--- config.mk ---
export PLATFORM = sky130hd
export DESIGN_NAME = load_store_unit
export DESIGN_NICKNAME = d
export VERILOG_FILES = /design/src/rtl/lsu_pkg.sv /design/src/rtl/lsu_align.sv /design/src/rtl/load_store_unit.sv
export SDC_FILE = /design/constraint.sdc
export NUM_CORES = 1
export LEC_CHECK = 0
export BUFFER_PORTS_ARGS = -buffer_cell sky130_fd_sc_hd__clkbuf_2
export CAP_MARGIN = 20
export CORE_AREA = 2 2 109 111
export CTS_BUF_LIST = sky130_fd_sc_hd__clkbuf_16
export CTS_CLUSTER_DIAMETER = 50
export DETAILED_ROUTE_END_ITERATION = 10
export DIE_AREA = 0 0 111 113
export PLACE_DENSITY = 0.88
export SYNTH_ARGS = -nofsm -noshare
export SYNTH_HDL_FRONTEND = slang
export SYNTH_HIERARCHICAL = 1
export SYNTH_SLANG_ARGS = --single-unit
export TNS_END_PERCENT = 1
--- constraint.sdc ---
create_clock -name clk -period 4.09 [get_ports clk]
set_input_delay 0.409 -clock clk [delete_from_list [all_inputs] [get_ports clk]]
set_output_delay 0.409 -clock clk [all_outputs]
set_load 0.01 [all_outputs]
--- src/rtl/lsu_pkg.sv ---
// Shared types, funct3 encodings and the alignment rule for the load/store unit.
package lsu_pkg;

  typedef enum logic [1:0] {IDLE, REQ, RSP, DONE} lsu_state_t;

  localparam logic [2:0] F3_B  = 3'b000;
  localparam logic [2:0] F3_H  = 3'b001;
  localparam logic [2:0] F3_W  = 3'b010;
  localparam logic [2:0] F3_BU = 3'b100;
  localparam logic [2:0] F3_HU = 3'b101;

  // Halfwords need an even address, words a 4-byte boundary; bytes are always fine.
  // Unknown encodings behave like a word access, so they follow the word rule.
  function automatic logic is_aligned(input logic [2:0] funct3, input logic [1:0] addr_lo);
    case (funct3)
      F3_B, F3_BU: is_aligned = 1'b1;
      F3_H, F3_HU: is_aligned = ~addr_lo[0];
      default:     is_aligned = (addr_lo == 2'b00);
    endcase
  endfunction

endpackage

--- src/rtl/lsu_align.sv ---
// Purely combinational lane logic: byte enables and lane-replicated store data on
// the way out, lane extraction plus sign/zero extension on the way back in.
module lsu_align
  import lsu_pkg::*;
#(
  parameter int DATAWIDTH = 32
) (
  input  logic [2:0]           i_funct3,
  input  logic [1:0]           i_addr_lo,
  input  logic [DATAWIDTH-1:0] i_store_data,
  input  logic [DATAWIDTH-1:0] i_load_data,
  output logic [3:0]           o_be,
  output logic [DATAWIDTH-1:0] o_wdata,
  output logic [DATAWIDTH-1:0] o_load_ext
);

  logic [7:0]  w_st_byte;
  logic [15:0] w_st_half;
  logic [7:0]  w_ld_byte;
  logic [15:0] w_ld_half;

  assign w_st_byte = i_store_data[7:0];
  assign w_st_half = i_store_data[15:0];
  assign w_ld_half = i_addr_lo[1] ? i_load_data[31:16] : i_load_data[15:0];

  // Store path: enable only the addressed lanes, copy the datum into every lane
  always_comb begin
    o_be    = 4'b1111;
    o_wdata = i_store_data;
    case (i_funct3)
      F3_B, F3_BU: begin
        o_be    = 4'b0001 << i_addr_lo;
        o_wdata = {(DATAWIDTH/8){w_st_byte}};
      end
      F3_H, F3_HU: begin
        o_be    = i_addr_lo[1] ? 4'b1100 : 4'b0011;
        o_wdata = {(DATAWIDTH/16){w_st_half}};
      end
      default: ;
    endcase
  end

  // Pick the addressed byte lane of the returned word
  always_comb begin
    case (i_addr_lo)
      2'd0:    w_ld_byte = i_load_data[7:0];
      2'd1:    w_ld_byte = i_load_data[15:8];
      2'd2:    w_ld_byte = i_load_data[23:16];
      default: w_ld_byte = i_load_data[31:24];
    endcase
  end

  // Load path: extend the selected lane to full width
  always_comb begin
    case (i_funct3)
      F3_B:    o_load_ext = {{(DATAWIDTH-8){w_ld_byte[7]}}, w_ld_byte};
      F3_BU:   o_load_ext = {{(DATAWIDTH-8){1'b0}}, w_ld_byte};
      F3_H:    o_load_ext = {{(DATAWIDTH-16){w_ld_half[15]}}, w_ld_half};
      F3_HU:   o_load_ext = {{(DATAWIDTH-16){1'b0}}, w_ld_half};
      default: o_load_ext = i_load_data;
    endcase
  end

endmodule

--- src/rtl/load_store_unit.sv ---
// Load/store unit: runs one req/gnt/rvalid data-memory access at a time, stalls the
// core while it is open and returns the write-back value for the register file.
module load_store_unit
  import lsu_pkg::*;
#(
  parameter int DATAWIDTH = 32,
  parameter int ADDRWIDTH = 32
) (
  input  logic                 clk,
  input  logic                 rst_n,
  input  logic                 i_mem_read,
  input  logic                 i_mem_write,
  input  logic [2:0]           i_funct3,
  input  logic [DATAWIDTH-1:0] i_alu_out,
  input  logic [DATAWIDTH-1:0] i_reg_op2,
  output logic [DATAWIDTH-1:0] o_write_data,
  output logic                 o_stall,
  output logic                 o_misalign,
  output logic                 o_bus_req,
  output logic                 o_bus_we,
  output logic [ADDRWIDTH-1:0] o_bus_addr,
  output logic [3:0]           o_bus_be,
  output logic [DATAWIDTH-1:0] o_bus_wdata,
  input  logic                 i_bus_gnt,
  input  logic                 i_bus_rvalid,
  input  logic [DATAWIDTH-1:0] i_bus_rdata
);

  lsu_state_t r_state;
  lsu_state_t w_state_next;

  logic [ADDRWIDTH-1:0] r_addr;
  logic [1:0]           r_addr_lo;
  logic [3:0]           r_be;
  logic [DATAWIDTH-1:0] r_wdata;
  logic [DATAWIDTH-1:0] r_load_data;
  logic                 r_we;
  logic [2:0]           r_funct3;

  logic                 w_mem_op;
  logic                 w_aligned;
  logic                 w_start;
  logic [2:0]           w_align_f3;
  logic [1:0]           w_align_lo;
  logic [3:0]           w_be;
  logic [DATAWIDTH-1:0] w_wdata;
  logic [DATAWIDTH-1:0] w_load_ext;

  // A held reset masks the instruction so stall drops immediately
  assign w_mem_op  = rst_n & (i_mem_read | i_mem_write);
  assign w_aligned = is_aligned(i_funct3, i_alu_out[1:0]);
  assign w_start   = (r_state == IDLE) & w_mem_op & w_aligned;

  // In IDLE the aligner shapes the incoming store; later it decodes the latched load
  assign w_align_f3 = (r_state == IDLE) ? i_funct3 : r_funct3;
  assign w_align_lo = (r_state == IDLE) ? i_alu_out[1:0] : r_addr_lo;

  lsu_align #(.DATAWIDTH(DATAWIDTH)) u_align (
    .i_funct3     (w_align_f3),
    .i_addr_lo    (w_align_lo),
    .i_store_data (i_reg_op2),
    .i_load_data  (i_bus_rdata),
    .o_be         (w_be),
    .o_wdata      (w_wdata),
    .o_load_ext   (w_load_ext)
  );

  // State register
  always_ff @(posedge clk or negedge rst_n) begin
    if (!rst_n) r_state <= IDLE;
    else        r_state <= w_state_next;
  end

  // Latch the request when an access starts; capture load data when it returns.
  // When both MemRead and MemWrite are set the access is treated as a store.
  always_ff @(posedge clk or negedge rst_n) begin
    if (!rst_n) begin
      r_addr      <= '0;
      r_addr_lo   <= '0;
      r_be        <= '0;
      r_wdata     <= '0;
      r_we        <= 1'b0;
      r_funct3    <= '0;
      r_load_data <= '0;
    end else begin
      if (w_start) begin
        r_addr    <= {i_alu_out[ADDRWIDTH-1:2], 2'b00};
        r_addr_lo <= i_alu_out[1:0];
        r_be      <= w_be;
        r_wdata   <= w_wdata;
        r_we      <= i_mem_write;
        r_funct3  <= i_funct3;
      end
      if ((r_state == RSP) && i_bus_rvalid) r_load_data <= w_load_ext;
    end
  end

  // Next state, handshake outputs, stall and the write-back mux
  always_comb begin
    w_state_next = r_state;
    o_stall      = 1'b0;
    o_misalign   = 1'b0;
    o_bus_req    = 1'b0;
    o_write_data = i_alu_out;
    case (r_state)
      IDLE: begin
        if (w_mem_op) begin
          if (w_aligned) begin
            w_state_next = REQ;
            o_stall      = 1'b1;
          end else begin
            o_misalign   = 1'b1;
            o_write_data = '0;
          end
        end
      end
      REQ: begin
        o_bus_req = 1'b1;
        o_stall   = 1'b1;
        if (i_bus_gnt) w_state_next = r_we ? DONE : RSP;
      end
      RSP: begin
        o_stall = 1'b1;
        if (i_bus_rvalid) w_state_next = DONE;
      end
      DONE: begin
        w_state_next = IDLE;
        if (!r_we) o_write_data = r_load_data;
      end
      default: w_state_next = IDLE;
    endcase
  end

  assign o_bus_we    = r_we;
  assign o_bus_addr  = r_addr;
  assign o_bus_be    = r_be;
  assign o_bus_wdata = r_wdata;

  // A load and a store in the same instruction cannot come from a legal decoder
  a_rw_exclusive: assert property (@(posedge clk) disable iff (!rst_n)
    !(i_mem_read && i_mem_write));

endmodule
Word level (Yosys, flattened, before mapping)
Index checks and enable logic that the tools add are counted.

Register bits after elaboration: 106. Bits in latches: 0. Bits in writable memories: 0. Bits in read-only memories: 0. Bits of input ports: 105. Output and inout bits: 104. Logic and storage cells: 67. Memories: 0.

$add $sub $neg: 0. Multipliers: 0. Div/mod/pow operators: 0. Magnitude comparators: 0. Equal/unequal tests: 15. Shifts and indexed selects: 1. Mux-type cells: 26. Bitwise logic cells: 5. Reduce and logical (&&, ||, !) cells: 12.

Operator list (number): 32-bit case mux with 2 select lines (2); 32-bit case mux with 4 select lines (1); 32-bit two-way mux (3); 8-bit case mux with 3 select lines (1); 16-bit two-way mux (1); 3-bit == test (second input constant) (4); 2-bit two-way mux (5); 2-bit OR reduction (5); 2-bit != test (second input constant) (4); 2-bit case mux with 4 select lines (1); 4-bit case mux with 2 select lines (1); 1-bit two-way mux (7); 2-bit == test (second input constant) (3); 3-bit by 1-bit == test with 1-bit output (second input constant) (2); 2-bit zero test (3); 3-bit zero test (2); 2-bit by 1-bit == test with 1-bit output (second input constant) (2); 4-bit two-way mux (1); 1-bit case mux with 2 select lines (2); 4-bit AND reduction (1); 1-bit by 2-bit << shifter with 4-bit output (first input constant) (1); 1-bit AND (3); 3-bit two-way mux (1); 1-bit logical AND (1); 2 further kinds (2).

Longest topological paths before layout
Depth in word-level cells: 6. Mapped depth: 10. Depth with buffers taken out: 7.

Cells and area by module
The synthesis kept the hierarchy.

By module, submodules not included: load_store_unit (instances 1, cells each 339, area each 4798.4 sq um); lsu_align (instances 1, cells each 172, area each 1295.0 sq um).

Worst setup path before layout
OpenSTA, ideal clock, no wires.

Kind: flip-flop to flip-flop. Start: reg r_state[0]. End: reg r_wdata[10] (netlist: o_bus_wdata[10]). Setup time: 0.128 ns. Arrival time: 2.349 ns. Data required time: 3.962 ns. Setup slack: 1.614 ns. Cell stages (with the launch flop): 11. Path buffers: 4. Clock period less this slack: 2.476 ns. Path through: dfrtp_1 > inv_1 > ha_1 > buf_2 > mux2_2 > buf_6 > or2_1 > buf_2 > buf_6 > mux2_4 > mux2_1.

Cells in the longest elaborated chain, start to end: 5. Elaborated cells between the ends (all ways): 11. Those cells by class: eq/ne (3); mux (2); bitwise (2); reduce/logical (4).

Ends and longest elaborated chain: start: declaration (line load_store_unit.sv:29) `lsu_state_t r_state;`; start signal: assignment (line load_store_unit.sv:71) `else r_state <= w_state_next;`; 2-bit zero test * (line load_store_unit.sv:55) `assign w_align_f3 = (r_state == IDLE) ? i_funct3 : r_funct3;`; 3-bit two-way mux * (line load_store_unit.sv:55); named net w_align_f3[0] (line load_store_unit.sv:43) `logic [2:0] w_align_f3;`; 3-bit by 1-bit == test with 1-bit output (tied with other cells) (line lsu_align.sv:30) `case (i_funct3)`; 2-bit OR reduction (line lsu_align.sv:30); 32-bit case mux with 2 select lines * (line lsu_align.sv:30); named net w_wdata[10] (line load_store_unit.sv:46) `logic [DATAWIDTH-1:0] w_wdata;`; end signal: assignment (line load_store_unit.sv:90) `r_wdata <= w_wdata;`; end: declaration (line load_store_unit.sv:35) `logic [DATAWIDTH-1:0] r_wdata;`.

The timed path passes the listed nets; every way through them passes the cells marked *. A chain may end at the register's enable or synchronous reset.

Worst setup path after layout
Start: reg r_state[0]. End: reg r_load_data[8].

Elaborated cells between the ends (all ways): 15. Those cells by class: eq/ne (6); mux (5); reduce/logical (4).

RTL lines: 2-bit zero test * (line load_store_unit.sv:55); 3-bit two-way mux * (line load_store_unit.sv:55); named net w_align_f3[1] (line load_store_unit.sv:43); 3-bit == test (tied with other cells) (line lsu_align.sv:55) `case (i_funct3)`; 32-bit case mux with 4 select lines * (line lsu_align.sv:55); named net w_load_ext[8] (line load_store_unit.sv:47) `logic [DATAWIDTH-1:0] w_load_ext;`; end signal: assignment (line load_store_unit.sv:94) `if ((r_state == RSP) && i_bus_rvalid) r_load_data <= w_load_ext;`; end: declaration (line load_store_unit.sv:36) `logic [DATAWIDTH-1:0] r_load_data;`.

Marked as above.

==> metrics <==
gr usage total 25.9%; HPWL Detailed around 12000 µm; Ys Warns 6; total grt overflow 0; DR iter-0 viols between 300 and 400; final setup fails 0; vias in the first global route between 5000 and 6000; core box area 11300 µm²; Max-Cap Viols 0; diode count 0; outcome finished, final reports clean; HP Class in2async; CTS tree yes; top area cells in the synthesized netlist dfrtp_1 44%, mux2_1 13%, mux2_2 9.6%; initial antenna violation count 0; post-CTS setup buffer count 0; sequential area share after synthesis 43.5%; post-route ant nets 0; area leader, netlist dfrtp_1; TNS Setup 0 ns; ys async rst share 100%; Worst-Margin Slew ~0.74 ns; share of post-route cells with drive strength above 1 between 40 and 50%; peak supply drop just under 0.6 mV; deepest clock path buffer count 2; placed cell area about 7100 µm²; syn avg cell area 11.9 µm²; count of final hold-check violations 0; cells along the critical path inv_1 -> ha_1 -> mux2_2 -> or2_1 -> buf_4 -> o221ai_1 -> mux2_2; skew final approximately 0.0050 ns; Pins Over Slew Limit 0; Synth top area share 43.5%; Row Count 39; post-route cell area ~7400 µm²; Worst-path clk slew ~0.07 ns; Main synth FF type dfrtp_1; drt total wl around 16000 µm; first-pass GRT wire length 26100 µm; area of the mapped netlist between 6000 and 7000 µm²; Leakage ~3.6 nW; Critical Path Fanout Max 36; Area Growth Syn to Fin 20.7%; largest net degree at the start of global routing 57; clock buffer count from CTS 9; Die Wd approximately 110 µm; Final Cycle Share slightly below 80%; post-CTS sizing 0; Starting Density between 50% and 60%; R2R depth 7; Die H 113 µm; startpoint types register; slew margin rel. 51.0%; fmax 0.317 GHz; clock root buffer clkbuf_16; H-tree lvl count 3; Die ar. ~13000 µm²; final weighted congestion in routability-driven placement approximately 0.95; slowest CP cell mux2_2; DR vias/cell ~6; critical path's top delay family multiplexers; worst path arrival time between 3 and 4 ns; worst hold slack about 0.22 ns; WP data required between 4 and 5 ns; drt wl/cell around 20 µm; pwr/cell area between 800 and 900 nW/µm²; First-pass DRT Iterations 5; Net count, final about 800; FF+latch count, synth roughly 110; drc violations 0; final core utilization about two thirds; slowest stage delay, CP between 0.6 and 0.7 ns; Tot Pwr 6.49 mW; I/O Pins 209; WP depth 7; critical path type reg2reg; CP endpoint kind register; RSZ-0062 raised after global routing false; Worst path most repeated cell mux2_2; Worst Path Buf+Inv 2; Final Critical Period 3.15 ns; Netlist cell types 43; CTS Hold Bufs 0; clock sink count 106; EDFF count, synth 0; vias ~5000; cell count after synthesis 511; Skew-Pair Late Insertion Delay roughly 0.34 ns; Port-buffer cells 206
cells in the final DEF, fill, tap and decap left out, drive strengths merged, types with 2 or more instances in the layout:
cell type and n:
clkbuf 215, mux2 128, dfrtp 106, a22o 63, nand2 21, nor2b 20
mux2i 17, o22ai 16, nor2 13, o21ai 12, a22oi 10, buf 10
inv 9, o221ai 8, a221o 7, clkinv 6, ha 5, o21bai 4
or2 3, conb 2, a21oi 2, a31oi 2
kinds of logic (layout without fill, tap and decap cells):
group,after synthesis,in the layout,share of synthesized area (%)
other,1,2,0.0615
DFF,106,106,43.5
muxes,145,145,26.9
and+or+nand+nor,63,63,5.42
buffers and inverters,62,240,5.75
AOI/OAI and AO/OA,129,129,17.3
adders and majority gates,5,5,1.03
metrics by stage:
stage,std cells,setup WS [ns]
finish,833,0.939
global route,833,0.718
CTS,831,0.953
detailed placement,815,0.955
global placement,815,1.12
floorplan,512,1.61
synthesized netlist by cell type, types with 2 or more instances:
library cell  count
dfrtp_1         106
mux2_1           69
a22o_1           63
mux2_2           52
nand2_1          21
nor2b_1          20
buf_4            18
mux2i_1          17
clkbuf_1         16
o22ai_1          16
nor2_1           13
o21ai_0          11
buf_2            10
a22oi_1           9
inv_1             8
o221ai_1          8
a221o_1           7
mux2_4            7
buf_1             5
buf_6             5
ha_1              5
o21bai_1          3
or2_1             2
registers in the layout, summed over array words and instances (netlist names):
signal       cells
r_state          2
o_bus_wdata     32
r_funct3         3
o_bus_we         1
r_addr_lo        2
r_load_data     32
o_bus_be         4
o_bus_addr      30
worst paths after layout:
| path | from | to | slack (ns) |
|---|---|---|---|
| max | r_state[0] | r_load_data[8] | 0.94 |
| min | rst_n | o_bus_we | 0.22 |
| max reg2reg | r_state[0] | r_load_data[8] | 0.94 |
| min reg2reg | o_bus_addr[24] | o_bus_addr[24] | 0.49 |
| max in group asynchronous | rst_n | r_load_data[27] | 2.70 |
| min in group clk | i_alu_out[10] | o_bus_addr[10] | 0.31 |
where the power goes:
part	internal, mW	switching, mW
Combinational	1.80	2.03
Clock	0.400	0.366
Sequential	1.58	0.310
per-layer routing:
| metal | track usage [%] | vias to the layer above | wire length [µm] |
|---|---|---|---|
| met5 | 0 | - | 0 |
| met4 | 9.67 | 0 | 383 |
| met3 | 7.87 | 35 | 1470 |
| met2 | 43.8 | 254 | 7960 |
| met1 | 31.6 | 2443 | 6500 |
| li1 | - | 2255 | - |
final cells by class:
| class | instances | area, µm² |
|---|---|---|
| Tap cell | 143 | 179 |
| Multi-Input combinational cell | 344 | 3100 |
| Clock buffer | 9 | 225 |
| Timing Repair Buffer | 216 | 1150 |
| Sequential cell | 106 | 2650 |
| Inverter | 8 | 30.0 |
| Fill cell | 860 | 3920 |
| Clock inverter | 7 | 27.5 |
Power figures use the tool's default switching activity.
